`src/rtl/uart_pkg.sv`:
```
// Shared register map, bit positions and reset values for the UART receive controller.
package uart_pkg;

  // Word addresses on the Wishbone port
  localparam logic [1:0] ADDR_RXDATA = 2'd0;
  localparam logic [1:0] ADDR_STATUS = 2'd1;
  localparam logic [1:0] ADDR_CTRL   = 2'd2;

  // STATUS bit positions; count field starts at ST_COUNT_LSB
  localparam int unsigned ST_NONEMPTY  = 0;
  localparam int unsigned ST_FULL      = 1;
  localparam int unsigned ST_OVERRUN   = 2;
  localparam int unsigned ST_BUSY      = 3;
  localparam int unsigned ST_COUNT_LSB = 8;

  // CTRL bit positions
  localparam int unsigned CTRL_ENABLE = 0;
  localparam int unsigned CTRL_FLUSH  = 1;
  localparam int unsigned CTRL_IRQ_EN = 2;

  // CTRL after reset: receiver enabled, interrupt masked
  localparam logic [2:0] CTRL_RESET = 3'h1;

endpackage

```
`src/rtl/uart_sync_fifo.sv`:
```
// Synchronous FIFO with flush; a pop frees the slot for a same-cycle push when full.
module uart_sync_fifo #(
  parameter int unsigned WIDTH      = 8,
  parameter int unsigned DEPTH_LOG2 = 4
) (
  input  logic                  i_clk,
  input  logic                  i_rst,
  input  logic                  i_push,
  input  logic                  i_pop,
  input  logic                  i_flush,
  input  logic [WIDTH-1:0]      i_din,
  output logic [WIDTH-1:0]      o_dout,
  output logic                  o_full,
  output logic                  o_empty,
  output logic [DEPTH_LOG2:0]   o_count
);

  localparam int unsigned DEPTH = 1 << DEPTH_LOG2;
  localparam int unsigned CW    = DEPTH_LOG2 + 1;

  logic [WIDTH-1:0]      mem_q [DEPTH];
  logic [DEPTH_LOG2-1:0] wr_ptr_q, wr_ptr_d;
  logic [DEPTH_LOG2-1:0] rd_ptr_q, rd_ptr_d;
  logic [CW-1:0]         count_q, count_d;
  logic                  do_push, do_pop;

  assign o_empty = (count_q == '0);
  assign o_full  = (count_q == CW'(DEPTH));
  assign o_count = count_q;
  assign o_dout  = mem_q[rd_ptr_q];

  // Pop first, so a full FIFO can still accept a byte in the same cycle as a read
  assign do_pop  = i_pop & ~o_empty;
  assign do_push = i_push & (~o_full | do_pop);

  // Pointer and occupancy next-state; flush empties the FIFO and overrides everything
  always_comb begin
    wr_ptr_d = wr_ptr_q;
    rd_ptr_d = rd_ptr_q;
    count_d  = count_q;
    if (i_flush) begin
      wr_ptr_d = '0;
      rd_ptr_d = '0;
      count_d  = '0;
    end else begin
      if (do_push) wr_ptr_d = wr_ptr_q + DEPTH_LOG2'(1);
      if (do_pop)  rd_ptr_d = rd_ptr_q + DEPTH_LOG2'(1);
      case ({do_push, do_pop})
        2'b10:   count_d = count_q + CW'(1);
        2'b01:   count_d = count_q - CW'(1);
        default: count_d = count_q;
      endcase
    end
  end

  // Pointer and occupancy registers
  always_ff @(posedge i_clk) begin
    if (i_rst) begin
      wr_ptr_q <= '0;
      rd_ptr_q <= '0;
      count_q  <= '0;
    end else begin
      wr_ptr_q <= wr_ptr_d;
      rd_ptr_q <= rd_ptr_d;
      count_q  <= count_d;
    end
  end

  // Storage write; contents need no reset because occupancy gates every read
  always_ff @(posedge i_clk) begin
    if (do_push && !i_flush) mem_q[wr_ptr_q] <= i_din;
  end

endmodule

```
`src/rtl/uart_rx_ctrl.sv`:
```
// Wishbone-facing receive controller: byte capture FIFO, overrun tracking and interrupt.
module uart_rx_ctrl
  import uart_pkg::*;
#(
  parameter int unsigned DATA_BITS       = 8,
  parameter int unsigned FIFO_DEPTH_LOG2 = 4,
  parameter int unsigned WB_DATA_WIDTH   = 32
) (
  input  logic                     i_clk,
  input  logic                     i_rst,
  input  logic [DATA_BITS-1:0]     i_rx_data,
  input  logic                     i_rx_data_ready,
  input  logic                     i_rx_busy,
  input  logic                     i_wb_cyc,
  input  logic                     i_wb_stb,
  input  logic                     i_wb_we,
  input  logic [1:0]               i_wb_addr,
  input  logic [WB_DATA_WIDTH-1:0] i_wb_data,
  output logic                     o_wb_ack,
  output logic                     o_wb_stall,
  output logic [WB_DATA_WIDTH-1:0] o_wb_data,
  output logic                     o_irq
);

  localparam int unsigned CW = FIFO_DEPTH_LOG2 + 1;

  logic                     ack_q, ack_d;
  logic [WB_DATA_WIDTH-1:0] rdata_q, rdata_d;
  logic                     irq_q, irq_d;
  logic                     overrun_q, overrun_d;
  logic                     enable_q, enable_d;
  logic                     irq_en_q, irq_en_d;

  logic                     req, rd_req, wr_req;
  logic                     fifo_push, fifo_pop, fifo_flush;
  logic [DATA_BITS-1:0]     fifo_dout;
  logic                     fifo_full, fifo_empty;
  logic [CW-1:0]            fifo_count;
  logic                     overrun_set, overrun_clr;
  logic [WB_DATA_WIDTH-1:0] status_word, rd_mux;
  logic                     unused_wdata;

  assign req    = i_wb_cyc & i_wb_stb;
  assign rd_req = req & ~i_wb_we;
  assign wr_req = req &  i_wb_we;

  assign o_wb_stall   = 1'b0;
  assign o_wb_ack     = ack_q;
  assign o_wb_data    = rdata_q;
  assign o_irq        = irq_q;
  assign unused_wdata = ^i_wb_data[WB_DATA_WIDTH-1:3];

  // FIFO control: reading RXDATA pops, CTRL flush bit empties, disabled receiver drops bytes
  assign fifo_pop    = rd_req & (i_wb_addr == ADDR_RXDATA);
  assign fifo_flush  = wr_req & (i_wb_addr == ADDR_CTRL) & i_wb_data[CTRL_FLUSH];
  assign fifo_push   = i_rx_data_ready & enable_q & ~fifo_flush;
  assign overrun_set = fifo_push & fifo_full & ~(fifo_pop & ~fifo_empty);
  assign overrun_clr = wr_req & (i_wb_addr == ADDR_STATUS) & i_wb_data[ST_OVERRUN];

  uart_sync_fifo #(
    .WIDTH      (DATA_BITS),
    .DEPTH_LOG2 (FIFO_DEPTH_LOG2)
  ) u_fifo (
    .i_clk   (i_clk),
    .i_rst   (i_rst),
    .i_push  (fifo_push),
    .i_pop   (fifo_pop),
    .i_flush (fifo_flush),
    .i_din   (i_rx_data),
    .o_dout  (fifo_dout),
    .o_full  (fifo_full),
    .o_empty (fifo_empty),
    .o_count (fifo_count)
  );

  // STATUS word assembled from pre-update state
  always_comb begin
    status_word                         = '0;
    status_word[ST_NONEMPTY]            = ~fifo_empty;
    status_word[ST_FULL]                = fifo_full;
    status_word[ST_OVERRUN]             = overrun_q;
    status_word[ST_BUSY]                = i_rx_busy;
    status_word[ST_COUNT_LSB +: CW]     = fifo_count;
  end

  // Read mux; empty RXDATA and the reserved slot read as zero
  always_comb begin
    rd_mux = '0;
    case (i_wb_addr)
      ADDR_RXDATA: if (!fifo_empty) rd_mux = WB_DATA_WIDTH'(fifo_dout);
      ADDR_STATUS: rd_mux = status_word;
      ADDR_CTRL: begin
        rd_mux[CTRL_ENABLE] = enable_q;
        rd_mux[CTRL_IRQ_EN] = irq_en_q;
      end
      default: rd_mux = '0;
    endcase
  end

  // Next-state for bus response, control bits, sticky overrun and interrupt
  always_comb begin
    ack_d     = req;
    rdata_d   = rd_req ? rd_mux : '0;
    enable_d  = enable_q;
    irq_en_d  = irq_en_q;
    overrun_d = overrun_q;
    if (wr_req && (i_wb_addr == ADDR_CTRL)) begin
      enable_d = i_wb_data[CTRL_ENABLE];
      irq_en_d = i_wb_data[CTRL_IRQ_EN];
    end
    if (overrun_set)      overrun_d = 1'b1;
    else if (overrun_clr) overrun_d = 1'b0;
    irq_d = irq_en_q & (~fifo_empty | overrun_q);
  end

  // Controller registers
  always_ff @(posedge i_clk) begin
    if (i_rst) begin
      ack_q     <= 1'b0;
      rdata_q   <= '0;
      irq_q     <= 1'b0;
      overrun_q <= 1'b0;
      enable_q  <= CTRL_RESET[CTRL_ENABLE];
      irq_en_q  <= CTRL_RESET[CTRL_IRQ_EN];
    end else begin
      ack_q     <= ack_d;
      rdata_q   <= rdata_d;
      irq_q     <= irq_d;
      overrun_q <= overrun_d;
      enable_q  <= enable_d;
      irq_en_q  <= irq_en_d;
    end
  end

endmodule
```
`config.mk`:
```
export PLATFORM = sky130hd
export DESIGN_NAME = uart_rx_ctrl
export DESIGN_NICKNAME = d
export VERILOG_FILES = /design/src/rtl/uart_pkg.sv /design/src/rtl/uart_sync_fifo.sv /design/src/rtl/uart_rx_ctrl.sv
export SDC_FILE = /design/constraint.sdc
export NUM_CORES = 1
export LEC_CHECK = 0
export BUFFER_PORTS_ARGS = -buffer_cell sky130_fd_sc_hd__buf_2
export CORE_ASPECT_RATIO = 0.75
export CORE_UTILIZATION = 50
export DETAILED_ROUTE_END_ITERATION = 10
export PLACE_DENSITY = 0.66
export RECOVER_POWER = 100
export SETUP_SLACK_MARGIN = 0.02
export SYNTH_ARGS = -nofsm -noshare
export SYNTH_HDL_FRONTEND = slang
export SYNTH_SLANG_ARGS = --single-unit
```
`constraint.sdc`:
```
create_clock -name i_clk -period 3.49 [get_ports i_clk]
set_input_delay 0 -clock i_clk [delete_from_list [all_inputs] [get_ports i_clk]]
set_output_delay 0 -clock i_clk [all_outputs]
set_load 0.1 [all_outputs]
```
Word-level counts from Yosys, hierarchy flattened --
Memories as Yosys holds them, arrays and structs flattened. A register that Yosys moved wholly into a read port is not among the register bits. Cells that the tools add are included. Widths: inputs -> output; s select.
Storage, ports and cells: flip-flop bits (word level) 50, bits in latches 0, bits in writable memories 128, memory bits (read-only) 0, input bits 49, output and inout bits 35, word-level logic and storage cells 63, memories kept 1
Memories:
- u_fifo.mem_q | words 16, width 8, rd ports 1, clocked after Yosys merged registers in 1, write ports 1, line uart_sync_fifo.sv:21 | logic [WIDTH-1:0] mem_q [DEPTH];
Cells by class: $add $sub $neg 4, multipliers 0, div/mod/pow operators 0, order comparisons 0, equal/unequal tests 5, shift operators 0, muxes and demuxes 12, bitwise operators 23, reductions and logical operators 9
Operator list (number):
- $pmux 29 s2 | 1
- $and 1x1->1 | 15
- $pmux 5 s2 | 1
- $add 4x1->4 const B | 2
- $mux 4 | 2
- $mux 8 | 1
- $not 1->1 | 6
- $pmux 1 s3 | 2
- $add 5x1->5 const B | 1
- $eq 5x5->1 const B | 1
- $logic_not 5->1 | 1
- $sub 5x1->5 const B | 1
- $eq 2x1->1 const B | 2
- $eq 2x2->1 const B | 2
- $mux 1 | 4
- $reduce_bool 2->1 | 2
- $reduce_or 2->1 | 2
- $logic_and 1x1->1 | 2
- $logic_not 2->1 | 1
- $or 1x1->1 | 2
- $pmux 1 s2 | 1
- $logic_not 1->1 | 1

Logic depth before layout (Yosys ltp) --
word-level depth 10, depth in mapped cells 10, gate-level depth less buffers 10

Modules after synthesis --
A second synthesis with hierarchy kept.
Second synthesis, totals: cells, all modules 426, area, all modules 6740.2 um^2
By module, submodules not included:
- uart_sync_fifo | times used 1, cells an instance 332, area an instance 5865.6 um^2, sequential area each 4184.0 um^2
- uart_rx_ctrl | times used 1, cells an instance 94, area an instance 874.6 um^2, sequential area each 360.3 um^2

Least setup slack after synthesis --
Ideal clock, no wire load.
path type register -> register, start register u_fifo.count_q[0], in the netlist u_fifo.o_count[0], end register u_fifo.count_q[4], in the netlist u_fifo.o_count[4], library setup time 0.121 ns, arrival time 2.461 ns, required time 3.369 ns, setup slack 0.907 ns, cell stages (with the launch flop) 10, path buffers 0, clock period less this slack 2.583 ns, path through dfxtp_1 -> nor4_4 -> a211oi_4 -> nand2_4 -> clkinv_2 -> fa_1 -> a21o_1 -> a21oi_1 -> mux2i_2 -> mux2_4
Between the ends: cells in the longest elaborated chain, start to end 7, elaborated cells between the ends (all ways) 13, classes of those cells add/sub: 2; eq/ne: 3; mux: 1; bitwise: 5; reduce/logical: 2
RTL lines:
- start: declaration | line uart_sync_fifo.sv:24 | logic [CW-1:0] count_q, count_d;
- start signal: assignment | line uart_sync_fifo.sv:65 | count_q <= count_d;
- $logic_not 5->1 | line uart_sync_fifo.sv:27 | assign o_empty = (count_q == '0);
- $not 1->1 | line uart_sync_fifo.sv:33 | assign do_pop = i_pop & ~o_empty;
- $and 1x1->1 | line uart_sync_fifo.sv:33
- $or 1x1->1 | line uart_sync_fifo.sv:34 | assign do_push = i_push & (~o_full | do_pop);
- $and 1x1->1 | line uart_sync_fifo.sv:34
- $eq 2x1->1 / $eq 2x2->1 (equally long branches) | line uart_sync_fifo.sv:48 | case ({do_push, do_pop})
- $pmux 5 s2 / $reduce_bool 2->1 (equally long branches)
Parallel ways exist; a longest one is shown, timed or not. A chain may end at the register's enable or synchronous reset.

Worst setup path in the final report --
start input port i_wb_we, end register u_fifo.count_q[4], in the netlist u_fifo.o_count[4]
Between the ends: cells in the longest elaborated chain, start to end 8, elaborated cells between the ends (all ways) 16, classes of those cells eq/ne: 2; mux: 1; bitwise: 11; reduce/logical: 2
RTL lines:
- start: declaration | line uart_rx_ctrl.sv:16 | input logic i_wb_we,
- $and 1x1->1 / $not 1->1 (equally long branches) | line uart_rx_ctrl.sv:45, uart_rx_ctrl.sv:44
- $and 1x1->1, on equally long branches | line uart_rx_ctrl.sv:55, uart_rx_ctrl.sv:44
- $and 1x1->1, on equally long branches | line uart_rx_ctrl.sv:55, uart_rx_ctrl.sv:54
- $not 1->1 / $and 1x1->1 (equally long branches) | line uart_rx_ctrl.sv:56, uart_sync_fifo.sv:33
- $and 1x1->1 / $or 1x1->1 (equally long branches) | line uart_rx_ctrl.sv:56, uart_sync_fifo.sv:34
- $and 1x1->1 | line uart_sync_fifo.sv:34
- $eq 2x1->1 / $eq 2x2->1 (equally long branches) | line uart_sync_fifo.sv:48
- $pmux 5 s2 / $reduce_bool 2->1 (equally long branches)
Parallel ways exist; a longest one is shown, timed or not.

==> flow_summary_export.csv <==
group,metric,value,unit
drt,wl,13050,um
power_and_ir_drop,power_density,550.3,mW/mm^2
yosys,synth_edf_count,128,
hold_path,min-delay-start,"i_wb_addr[1]",
worst_setup_path,cp_max_fo,9,
timing,hold_viol,0,
grt,overflow,0,
worst_setup_path,cp.required,3.79,ns
yosys,synth_top_area_cell,"edfxtp_1",
flow_run,cap_violations,0,
clock_network,numClockSinks,163,
power_and_ir_drop,power_leakage,2.486,nW
layout,synthToLayoutAreaGrowth,14.94,%
drt,wl_per_cell,20.42,um
clock_network,cts_tree,"yes",
floorplanning,core_region_area,0.01252,mm^2
clock_network,clkTransAtPathRegs,0.07,ns
yosys,synthCells,390,
floorplanning,start_util,52.41,%
timing,setup-violations-final,0,
drt,viasPerCell,5.617,
yosys,yosysSeqAreaShare,69.23,%
clock_network,cts-root-buf,"clkbuf_16",
worst_setup_path,start_kind,"primary input",
timing,rsz0062_at_grt,"false",
clock_network,clk_latency,0.42,ns
layout,drive_gt1_share,17.55,%
timing,tightest_slew,1.191,ns
clock_network,cts_hold_buffers,17,
yosys,ys_warn_count,0,
placement,place_hpwl,8125,um
yosys,ys.flop_type,"edfxtp_1",
drt,drc,0,
layout,diodes,0,
yosys,synth_area_per_cell,16.83,um^2
grt,antenna_found_initial,0,
timing,finalCriticalPeriod,2.925,ns
timing,slew_viol_final,0,
layout,final_net_count,518,
grt,met2_usage,31.89,%
clock_network,htreeDepth,4,
floorplanning,die_h,101.2,um
worst_setup_path,crit_start,"i_wb_we",
grt,grt_pass1_vias,3530,
timing,slew-limit-headroom,20.96,%
yosys,synth_seq_cells,163,
worst_setup_path,cp-end-kind,"flip-flop",
clock_network,numCtsBuffers,17,
yosys,async_flop_share,0,%
floorplanning,design.die.area,0.01359,mm^2
yosys,synth_cell_types,46,
drt,detail-route-antenna-nets,0,
clock_network,cts-resized-gates,0,
timing,skew,0.01393,ns
layout,fillCellCount,933,
drt,drtIter0Drc,209,
outcome,status,"finished, final reports clean",
floorplanning,fp-row-count,35,
timing,tns,0,ns
grt,grt_pass1_wl,20090,um
clock_network,post_cts_buffers,0,
yosys,yosys-top-cells-area,"edfxtp_1 (59%), mux4_2 (11%), dfxtp_1 (11%)",
grt,track_usage,20.79,%
placement,gp_congestion,0.7948,
worst_setup_path,r2r_start,"u_fifo.o_count[0]",
yosys,netlist.area_leader.share,58.56,%
layout,final_core_util,60.24,%
drt,via_count,3589,
drt,drt-pass1-iter-count,4,
grt,grt_util_met3,4.454,%
clock_network,cts.path.max_buffers,2,
floorplanning,io_pins,84,
grt,top_usage_layer,"met2",
timing,clock.fmax,341.9,MHz
hold_path,hp-class,"in2reg",
yosys,syn_area,0.006564,mm^2
timing,finalCritPeriodShare,83.81,%
floorplanning,die_x,134.3,um
power_and_ir_drop,vdd_ir_drop_max,0.3934,mV
grt,use_met1,29.48,%
worst_setup_path,crit_type,"in2reg",
worst_setup_path,cp.arrival,3.23,ns
placement,port_buffers,34,
grt,grt_max_degree,29,
[worst paths after layout]
kind                       end  slack [ns]  cells after the start
max          u_fifo.o_count[4]        0.56                     11
max reg2reg  u_fifo.o_count[4]        0.56                      9
min               o_wb_data[2]        0.05                      4
min reg2reg              o_irq        0.50                      1
[cell usage after synthesis (9+ instances only)]
cell type / count
nand2_1: 11
mux2i_1: 9
buf_4: 21
a21oi_1: 11
a211oi_1: 10
dfxtp_1: 35
nor2_1: 30
mux4_2: 32
edfxtp_1: 128
nor3_1: 9
nor2b_1: 9
[cells in the final DEF, fill, tap and decap left out, types with 6 or more instances in the layout]
master / count
nand3_1: 6
conb_1: 20
nor2_1: 30
mux4_2: 32
nor2b_1: 9
edfxtp_1: 128
nand2_1: 12
dlygate4sd3_1: 17
nor3_1: 9
a211oi_1: 10
clkbuf_1: 40
mux2i_1: 9
dfxtp_1: 35
a21oi_1: 11
clkbuf_16: 17
ha_1: 8
buf_2: 9
[layout make-up]
class                   count  area (um^2)  share of cell area, %
clock buffers              18        429.2                  5.688
inverters                   4        16.27                 0.2156
repair buffers             68        381.6                  5.058
multi-input cells         206         1838                  24.36
well taps                 166        207.7                  2.753
clock inverters            14        127.6                  1.692
flip-flops and latches    163         4544                  60.23
[state kept, by name, indices dropped and copies added (netlist names), named ones only]
| signal | flops |
|---|---|
| overrun_q | 1 |
| u_fifo.rd_ptr_q | 4 |
| irq_en_q | 1 |
| u_fifo.o_count | 5 |
| o_wb_ack | 1 |
| enable_q | 1 |
| o_irq | 1 |
| u_fifo.mem_q | 128 |
| u_fifo.wr_ptr_q | 4 |
| o_wb_data | 13 |
[report_power, final]
group	switching, mW	leakage, nW	internal [mW]	total [mW]
Clock	0.762	0.266	0.989	1.75
Combinational	0.199	0.781	0.0650	0.264
Sequential	0.0171	1.44	2.12	2.14
[worst max-delay path: stages]
cell and delay, ns:
dlygate4sd3_1 0.53, clkbuf_1 0.12, or3_1 0.48, a211oi_4 0.41, nand2_1 0.24, clkinv_2 0.18
ha_1 0.28, a21o_1 0.19, a21oi_1 0.21, mux2i_2 0.23, mux2_1 0.34
[cells by family after synthesis]
kind of cell / Yosys count / share of synthesized area, %
adders and majority gates: 9 / 1.830
DFF: 163 / 69.23
and+or+nand+nor: 82 / 6.520
buffers and inverters: 40 / 3.603
xor gates and xnor gates: 8 / 1.067
muxes: 46 / 13.31
other: 1 / 0.05713
AOI/OAI and AO/OA: 41 / 4.384
[per-stage QoR]
| stage | power, mW | hold slack [ns] | cell area (um^2) | setup WS (ns) | std cells |
|---|---|---|---|---|---|
| final | 4.152 | 0.04740 | 7545 | 0.5650 | 639 |
| after global routing | 4.276 | 0.1007 | 7545 | 0.3188 | 639 |
| after CTS | 4.180 | 0.05767 | 7649 | 0.6876 | 639 |
| after detailed placement | 2.434 | 0.2079 | 6922 | 0.6945 | 590 |
| after global placement | 2.427 | 0.2023 | 6922 | 0.7557 | 590 |
| after floorplan | 2.385 | 0.09887 | 6635 | 0.9074 | 409 |
[routing by layer]
layer | routed length, um | up-vias | share of wire, %
met5 | 0 | - | 0
met3 | 913 | 22 | 7.0
met2 | 5975 | 123 | 46
met1 | 5899 | 1839 | 45
met4 | 263 | 0 | 2.0
li1 | - | 1605 | -
(Power assumes the default switching activity.)
